### src/rtl/mpadder_seq.sv
// mpadder_seq: control sequencer for the mpadder Montgomery datapath.
//
// Flow: IDLE -> LOOP (ITERS shift/add iterations) -> RESOLVE (one six-phase
// carry-propagate pass) -> SUB (six-phase subtract passes until the datapath
// reports completion on `carry`) -> DONE (one-cycle `done` pulse) -> IDLE.
//
// Every output comes straight from a flop. Each output flop is loaded from
// the next-state value, so the outputs always describe the state the
// sequencer is currently in.
//
// Optional feature macro: MPSEQ_TIMEOUT_EN
//   defined   : SUB gives up after MAX_PASSES passes without `carry`. The
//               block then enters DONE anyway and raises the sticky `timeout`
//               port, which stays set until the next accepted start or reset.
//   undefined : SUB repeats until `carry` is seen. The `timeout` port does
//               not exist.
module mpadder_seq #(
  parameter int ITERS      = 256,
  parameter int MAX_PASSES = 4
) (
  input  logic                     clk,
  input  logic                     reset,
  input  logic                     start,
  input  logic                     carry,
  output logic                     busy,
  output logic                     done,
  output logic [$clog2(ITERS)-1:0] bit_idx,
  output logic                     c_doubleshift,
  output logic                     enableC,
  output logic                     subtract,
  output logic [3:0]               showFluffyPonies
`ifdef MPSEQ_TIMEOUT_EN
  ,
  output logic                     timeout
`endif
);

  localparam int IW = $clog2(ITERS);

  // State encoding (kept as plain constants for legacy tool flows)
  localparam logic [2:0] S_IDLE    = 3'd0;
  localparam logic [2:0] S_LOOP    = 3'd1;
  localparam logic [2:0] S_RESOLVE = 3'd2;
  localparam logic [2:0] S_SUB     = 3'd3;
  localparam logic [2:0] S_DONE    = 3'd4;

  localparam logic [IW-1:0] LAST_IDX   = IW'(ITERS - 1);
  localparam logic [2:0]    PHASE_LAST = 3'd5;
  localparam logic [2:0]    PASS_SAT   = 3'd7;
  // Pass-counter value held while the final allowed pass is running
  localparam logic [2:0]    PASS_LIMIT = 3'(MAX_PASSES - 1);
  // Phase select seen by the datapath while idle: bit 3 freezes the adder pipeline
  localparam logic [3:0]    PHASE_IDLE = 4'b1000;

  // Sequencer state
  logic [2:0]    state_q, state_d;
  logic [2:0]    phase_q, phase_d;
  logic [IW-1:0] bit_idx_q, bit_idx_d;
  logic [2:0]    pass_q, pass_d;
  logic          timeout_q, timeout_d;

  // Output flops and their next values
  logic          busy_q, busy_d;
  logic          done_q, done_d;
  logic          dshift_q, dshift_d;
  logic          sub_q, sub_d;
  logic [3:0]    sfp_q, sfp_d;

  // Next-state logic: advance the state, phase, iteration and pass counters
  always_comb begin
    state_d   = state_q;
    phase_d   = phase_q;
    bit_idx_d = bit_idx_q;
    pass_d    = pass_q;
    timeout_d = timeout_q;

    case (state_q)
      S_IDLE: begin
        if (start) begin
          state_d   = S_LOOP;
          phase_d   = 3'd0;
          bit_idx_d = '0;
          pass_d    = 3'd0;
          timeout_d = 1'b0;
        end else begin
          state_d = S_IDLE;
        end
      end

      S_LOOP: begin
        if (bit_idx_q == LAST_IDX) begin
          // Last iteration: wrap the index and start the carry-propagate pass
          state_d   = S_RESOLVE;
          phase_d   = 3'd0;
          bit_idx_d = '0;
        end else begin
          bit_idx_d = bit_idx_q + {{(IW-1){1'b0}}, 1'b1};
        end
      end

      S_RESOLVE: begin
        if (phase_q == PHASE_LAST) begin
          state_d = S_SUB;
          phase_d = 3'd0;
        end else begin
          phase_d = phase_q + 3'd1;
        end
      end

      S_SUB: begin
        if (phase_q == PHASE_LAST) begin
          phase_d = 3'd0;
          if (carry) begin
            state_d = S_DONE;
          end else begin
            // Another subtract pass is needed; the counter saturates
            pass_d = (pass_q == PASS_SAT) ? PASS_SAT : (pass_q + 3'd1);
`ifdef MPSEQ_TIMEOUT_EN
            if (pass_q == PASS_LIMIT) begin
              state_d   = S_DONE;
              timeout_d = 1'b1;
            end else begin
              state_d = S_SUB;
            end
`endif
          end
        end else begin
          phase_d = phase_q + 3'd1;
        end
      end

      S_DONE: begin
        // A start seen in this cycle is deliberately dropped
        state_d = S_IDLE;
        phase_d = 3'd0;
      end

      default: begin
        state_d = S_IDLE;
        phase_d = 3'd0;
      end
    endcase
  end

  // Output decode from the next state, so the output flops track the state flops
  always_comb begin
    busy_d   = (state_d != S_IDLE);
    done_d   = (state_d == S_DONE);
    dshift_d = (state_d == S_LOOP);
    sub_d    = (state_d == S_SUB);
    if ((state_d == S_RESOLVE) || (state_d == S_SUB)) begin
      sfp_d = {1'b0, phase_d};
    end else begin
      sfp_d = PHASE_IDLE;
    end
  end

  // State, counter and output registers with asynchronous reset
  always_ff @(posedge clk or posedge reset) begin
    if (reset) begin
      state_q   <= S_IDLE;
      phase_q   <= 3'd0;
      bit_idx_q <= '0;
      pass_q    <= 3'd0;
      timeout_q <= 1'b0;
      busy_q    <= 1'b0;
      done_q    <= 1'b0;
      dshift_q  <= 1'b0;
      sub_q     <= 1'b0;
      sfp_q     <= PHASE_IDLE;
    end else begin
      state_q   <= state_d;
      phase_q   <= phase_d;
      bit_idx_q <= bit_idx_d;
      pass_q    <= pass_d;
      timeout_q <= timeout_d;
      busy_q    <= busy_d;
      done_q    <= done_d;
      dshift_q  <= dshift_d;
      sub_q     <= sub_d;
      sfp_q     <= sfp_d;
    end
  end

  assign busy             = busy_q;
  assign done             = done_q;
  assign bit_idx          = bit_idx_q;
  assign c_doubleshift    = dshift_q;
  assign subtract         = sub_q;
  assign showFluffyPonies = sfp_q;
  // The C-register enable is not driven by this sequencer any more
  assign enableC          = 1'b0;

`ifdef MPSEQ_TIMEOUT_EN
  assign timeout = timeout_q;
`else
  // Without the pass limit the pass counter and timeout flag have no consumer
  logic unused_pass_s;
  assign unused_pass_s = ^{pass_q, PASS_LIMIT, timeout_q};
`endif

endmodule

### config.mk
export PLATFORM = sky130hd
export DESIGN_NAME = mpadder_seq
export DESIGN_NICKNAME = d
export VERILOG_FILES = /design/src/rtl/mpadder_seq.sv
export SDC_FILE = /design/constraint.sdc
export NUM_CORES = 1
export LEC_CHECK = 0
export CAP_MARGIN = 30
export CELL_PAD_IN_SITES_DETAIL_PLACEMENT = 0
export CELL_PAD_IN_SITES_GLOBAL_PLACEMENT = 1
export CORE_MARGIN = 8
export CORE_UTILIZATION = 30
export CTS_CLUSTER_SIZE = 12
export DETAILED_ROUTE_END_ITERATION = 8
export PLACE_DENSITY_LB_ADDON = 0.1
export SLEW_MARGIN = 20
export SYNTH_ARGS = -nofsm -noshare
export SYNTH_HDL_FRONTEND = slang
export SYNTH_SLANG_ARGS = --single-unit
### constraint.sdc
create_clock -name clk -period 4.2 [get_ports clk]
set_input_delay 0.63 -clock clk [delete_from_list [all_inputs] [get_ports clk]]
set_output_delay 0.63 -clock clk [all_outputs]
set_load 0.03 [all_outputs]
==> key figures <==
Logic synthesis
  • Area leader, netlist: dfrtp_1
  • Synth Instances: a little under 100
  • EDFF count, synth: 0
  • Largest family of logic cells by synthesized area: simple AND/OR/NAND/NOR gates
  • Yosys cell types: 35
  • Mux cell area share after synthesis: 0.03038
  • Yosys warns: 0
  • Ys flop type: dfrtp_1
  • Synth Net Count: 102
  • Post-synthesis compound-gate area fraction: 0.1443
  • Synth top area share: 0.5316
  • Netlist Area Pre-Place: just under 1000 µm²
  • Largest cells by area after synthesis: dfrtp_1, nand2_1, mux2i_1, o21ai_0, dfstp_2
  • Asr flop ratio synth: 1.000
  • Area share of fa/ha/maj cells after synthesis: 0.01266
  • Synth Register Bits: 22
  • Mean Syn Cell Area: 10.19 µm²
  • Post-Synth Simple-Gate Area: 0.1949
  • Post-synthesis sequential area ratio: 0.5582
  • Xor-xnor portion of the synthesized cell area: 0.008861

Clock network
  • Hold Buf Count CTS: 0
  • CTS buffer count: 3
  • Clock Sinks: 22
  • H-tree depth: 1
  • CTS root buf: clkbuf_4
  • CTS tree: built
  • Worst skew pair latency: about 310 ps
  • Post-CTS resize count: 0
  • Post-CTS Setup Bufs: 0
  • Max Root-Sink Buffers: 2
  • Worst-path clk slew: between 100 and 150 ps

Finish
  • Share of cells above drive strength 1: 0.06838
  • Fin nets: between 100 and 150
  • FILL cells: between 300 and 400
  • Layout area overhead: 27.85%
  • # diodes: 0

Global route
  • Global-route wire length before repair: 3.601 mm
  • Maximum number of pins on one net before global-route repair: 23
  • Tot GR Track Use: 0.08709
  • Vias in the first global route: between 700 and 800
  • Grt total ovfl: 0
  • Initial antenna violation count: 0

Place
  • Global placer's final weighted congestion: 0.6969
  • Port bufs: 19
  • DP Wirelength: between 1.5 and 2 mm

Timing
  • RSZ-0062 raised after global routing: false
  • Final worst path period need: between 2000 and 2500 ps
  • Final Hold Vio Count: 0
  • Max_slew headroom: 0.5601
  • Min Hold Slack: approximately 570 ps
  • Count of final setup violators: 0
  • Clk_skew: 5.516 ps
  • Fin Setup TNS: 0 ps
  • Final Max Tran Viols: 0
  • Fmax: 469.8 MHz
  • Worst slew pin tran: between 600 and 700 ps
  • Final period utilization: 0.5068

Power
  • Part of the power in registers: 0.407
  • Pint: 0.4890 mW
  • Sw frac: 0.4205
  • Total Power: roughly 0.84 mW
  • Worst VDD drop: about 0.29 mV
  • Clk pwr share: 0.143
  • Pleak: between 0.5 and 0.6 nW
  • Pwr/cell area: roughly 670 nW/µm²
  • Net switching power: ~0.35 mW
  • Gate power share: 0.450

Floorplanning
  • Die footprint: ~5400 µm²
  • Starting Density: 0.3034
  • Core area: about 3300 µm²
  • DIE HEIGHT: 73.40 µm
  • Die width: roughly 73 µm
  • IO Pins: 21
  • Rows: 21

Routing
  • Final wirelength: between 2 and 2.5 mm
  • TritonRoute pass-1 iters: 4
  • Metal-1 WL: just over 1 mm
  • Remaining antenna violation count: 0
  • WL met2: slightly above 1 mm
  • Top layer in use: met4
  • Drt via density: between 4 and 5
  • DRC errors left: 0
  • Via Count: between 700 and 800
  • Per-cell routed wire length: approximately 14 µm
  • Wire length on met3: around 180 µm
  • DR iter-0 viols: 35

Worst setup path
  • CP max stage delay: 650 ps
  • Req. time, crit path: about 3600 ps
  • CP delay by family, top: buffers and inverters
  • Slowest cell on the critical path: clkdlybuf4s50_1
  • Crit Path Category: flop to output pin
  • Crit path DAT: around 1500 ps
  • CP Capture Type: output pin
  • Critical Path Fanout Max: 1
  • Buf+Inv Stages, Crit Path: 1
  • Cells along the critical path: clkdlybuf4s50_1
  • Critical Path Start Type: flop

Outcome
  • Outcome: completed

Worst hold path
  • Hold Crit Class: flop to flop

Flow run
  • MaxCap Viol Count: 0
worst paths after layout:
kind,startpoint,end,slack [ps],depth (start not counted)
max reg2reg,bit_idx[0],phase_q[0],2230,5
max in group asynchronous,reset,phase_q[2],3170,3
max,showFluffyPonies[3],showFluffyPonies[3],2070,1
min,phase_q[0],showFluffyPonies[0],570,1
min reg2reg,phase_q[0],showFluffyPonies[0],570,1
min in group asynchronous,reset,c_doubleshift,600,2
cell usage after synthesis (2+ instances only):
master	number
and3_1	2
or3_1	2
nor2_1	7
nand2_1	9
buf_4	2
nand3_1	2
a21oi_1	4
nor2b_1	2
nor3_1	4
mux2i_1	3
nand2b_1	2
inv_1	6
o21ai_0	6
nor4_1	2
dfrtp_1	21
a22o_1	3
a31oi_1	2
state kept, by name (all words and copies together) (netlist names):
register,flops
state_q,3
busy,1
subtract,1
bit_idx,8
c_doubleshift,1
phase_q,3
showFluffyPonies,4
done,1
through the flow:
| step | setup slack (ps) | util | cell area [µm²] | instances |
|---|---|---|---|---|
| after floorplan | 2275 | - | 988.4 | 97 |
| after global placement | 2041 | 0.3721 | 1212 | 158 |
| after detailed placement | 1977 | 0.3721 | 1212 | 158 |
| after CTS | 2064 | 0.3833 | 1249 | 162 |
| after global routing | 2014 | 0.3879 | 1264 | 163 |
| final | 2071 | 0.3879 | 1264 | 163 |
worst register-to-register path: stages (launching register included):
cell and delay [ps]:
dfrtp_1 460, ha_1 240, and3_1 250, a31oi_1 550, nor2_1 150, a211oi_1 240
final cells by class:
| cell class | instances | area (µm²) | area share |
|---|---|---|---|
| tap | 46 | 57.56 | 0.04554 |
| sequential | 22 | 551.8 | 0.4366 |
| clock buffer | 4 | 36.28 | 0.02871 |
| multi-input combinational | 65 | 390.4 | 0.3089 |
| timing repair buffer | 20 | 205.2 | 0.1624 |
| inverter | 6 | 22.52 | 0.01782 |
cell families (layout without fill, tap and decap cells):
logic type                 Yosys count  after routing
AOI/OAI and AO/OA                   22             22
muxes                                3              3
xor gates and xnor gates             1              1
adders and majority gates            1              1
DFF                                 22             22
and+or+nand+nor                     37             37
buffers and inverters               10             30
other                                1              1
per-layer routing:
metal | track usage | up-vias
met4 | 0.03326 | 0
li1 | - | 382
met2 | 0.1291 | 20
met3 | 0.03547 | 2
met1 | 0.1094 | 375
met5 | 0 | -
power by group through the flow:
| stage | logic, mW | registers [mW] | clock network, mW |
|---|---|---|---|
| 2_1_floorplan | 0.185 | 0.408 | 0 |
| 3_3_place_gp | 0.380 | 0.349 | 0 |
| 3_5_place_dp | 0.380 | 0.347 | 0 |
| 4_1_cts | 0.383 | 0.344 | 0.123 |
| 5_1_grt | 0.417 | 0.356 | 0.134 |
| 6_report | 0.380 | 0.343 | 0.121 |
cell usage in the layout, fill, tap and decap left out, types with 3 or more instances in the layout:
master and count:
nor3_1 4, a22o_1 3, nand2_1 9, o21ai_0 6
inv_1 6, a21oi_1 4, dfrtp_1 21, clkdlybuf4s50_1 19
nor2_1 7, mux2i_1 3, clkbuf_4 3
No activity file was read; power rests on OpenSTA's default activity.
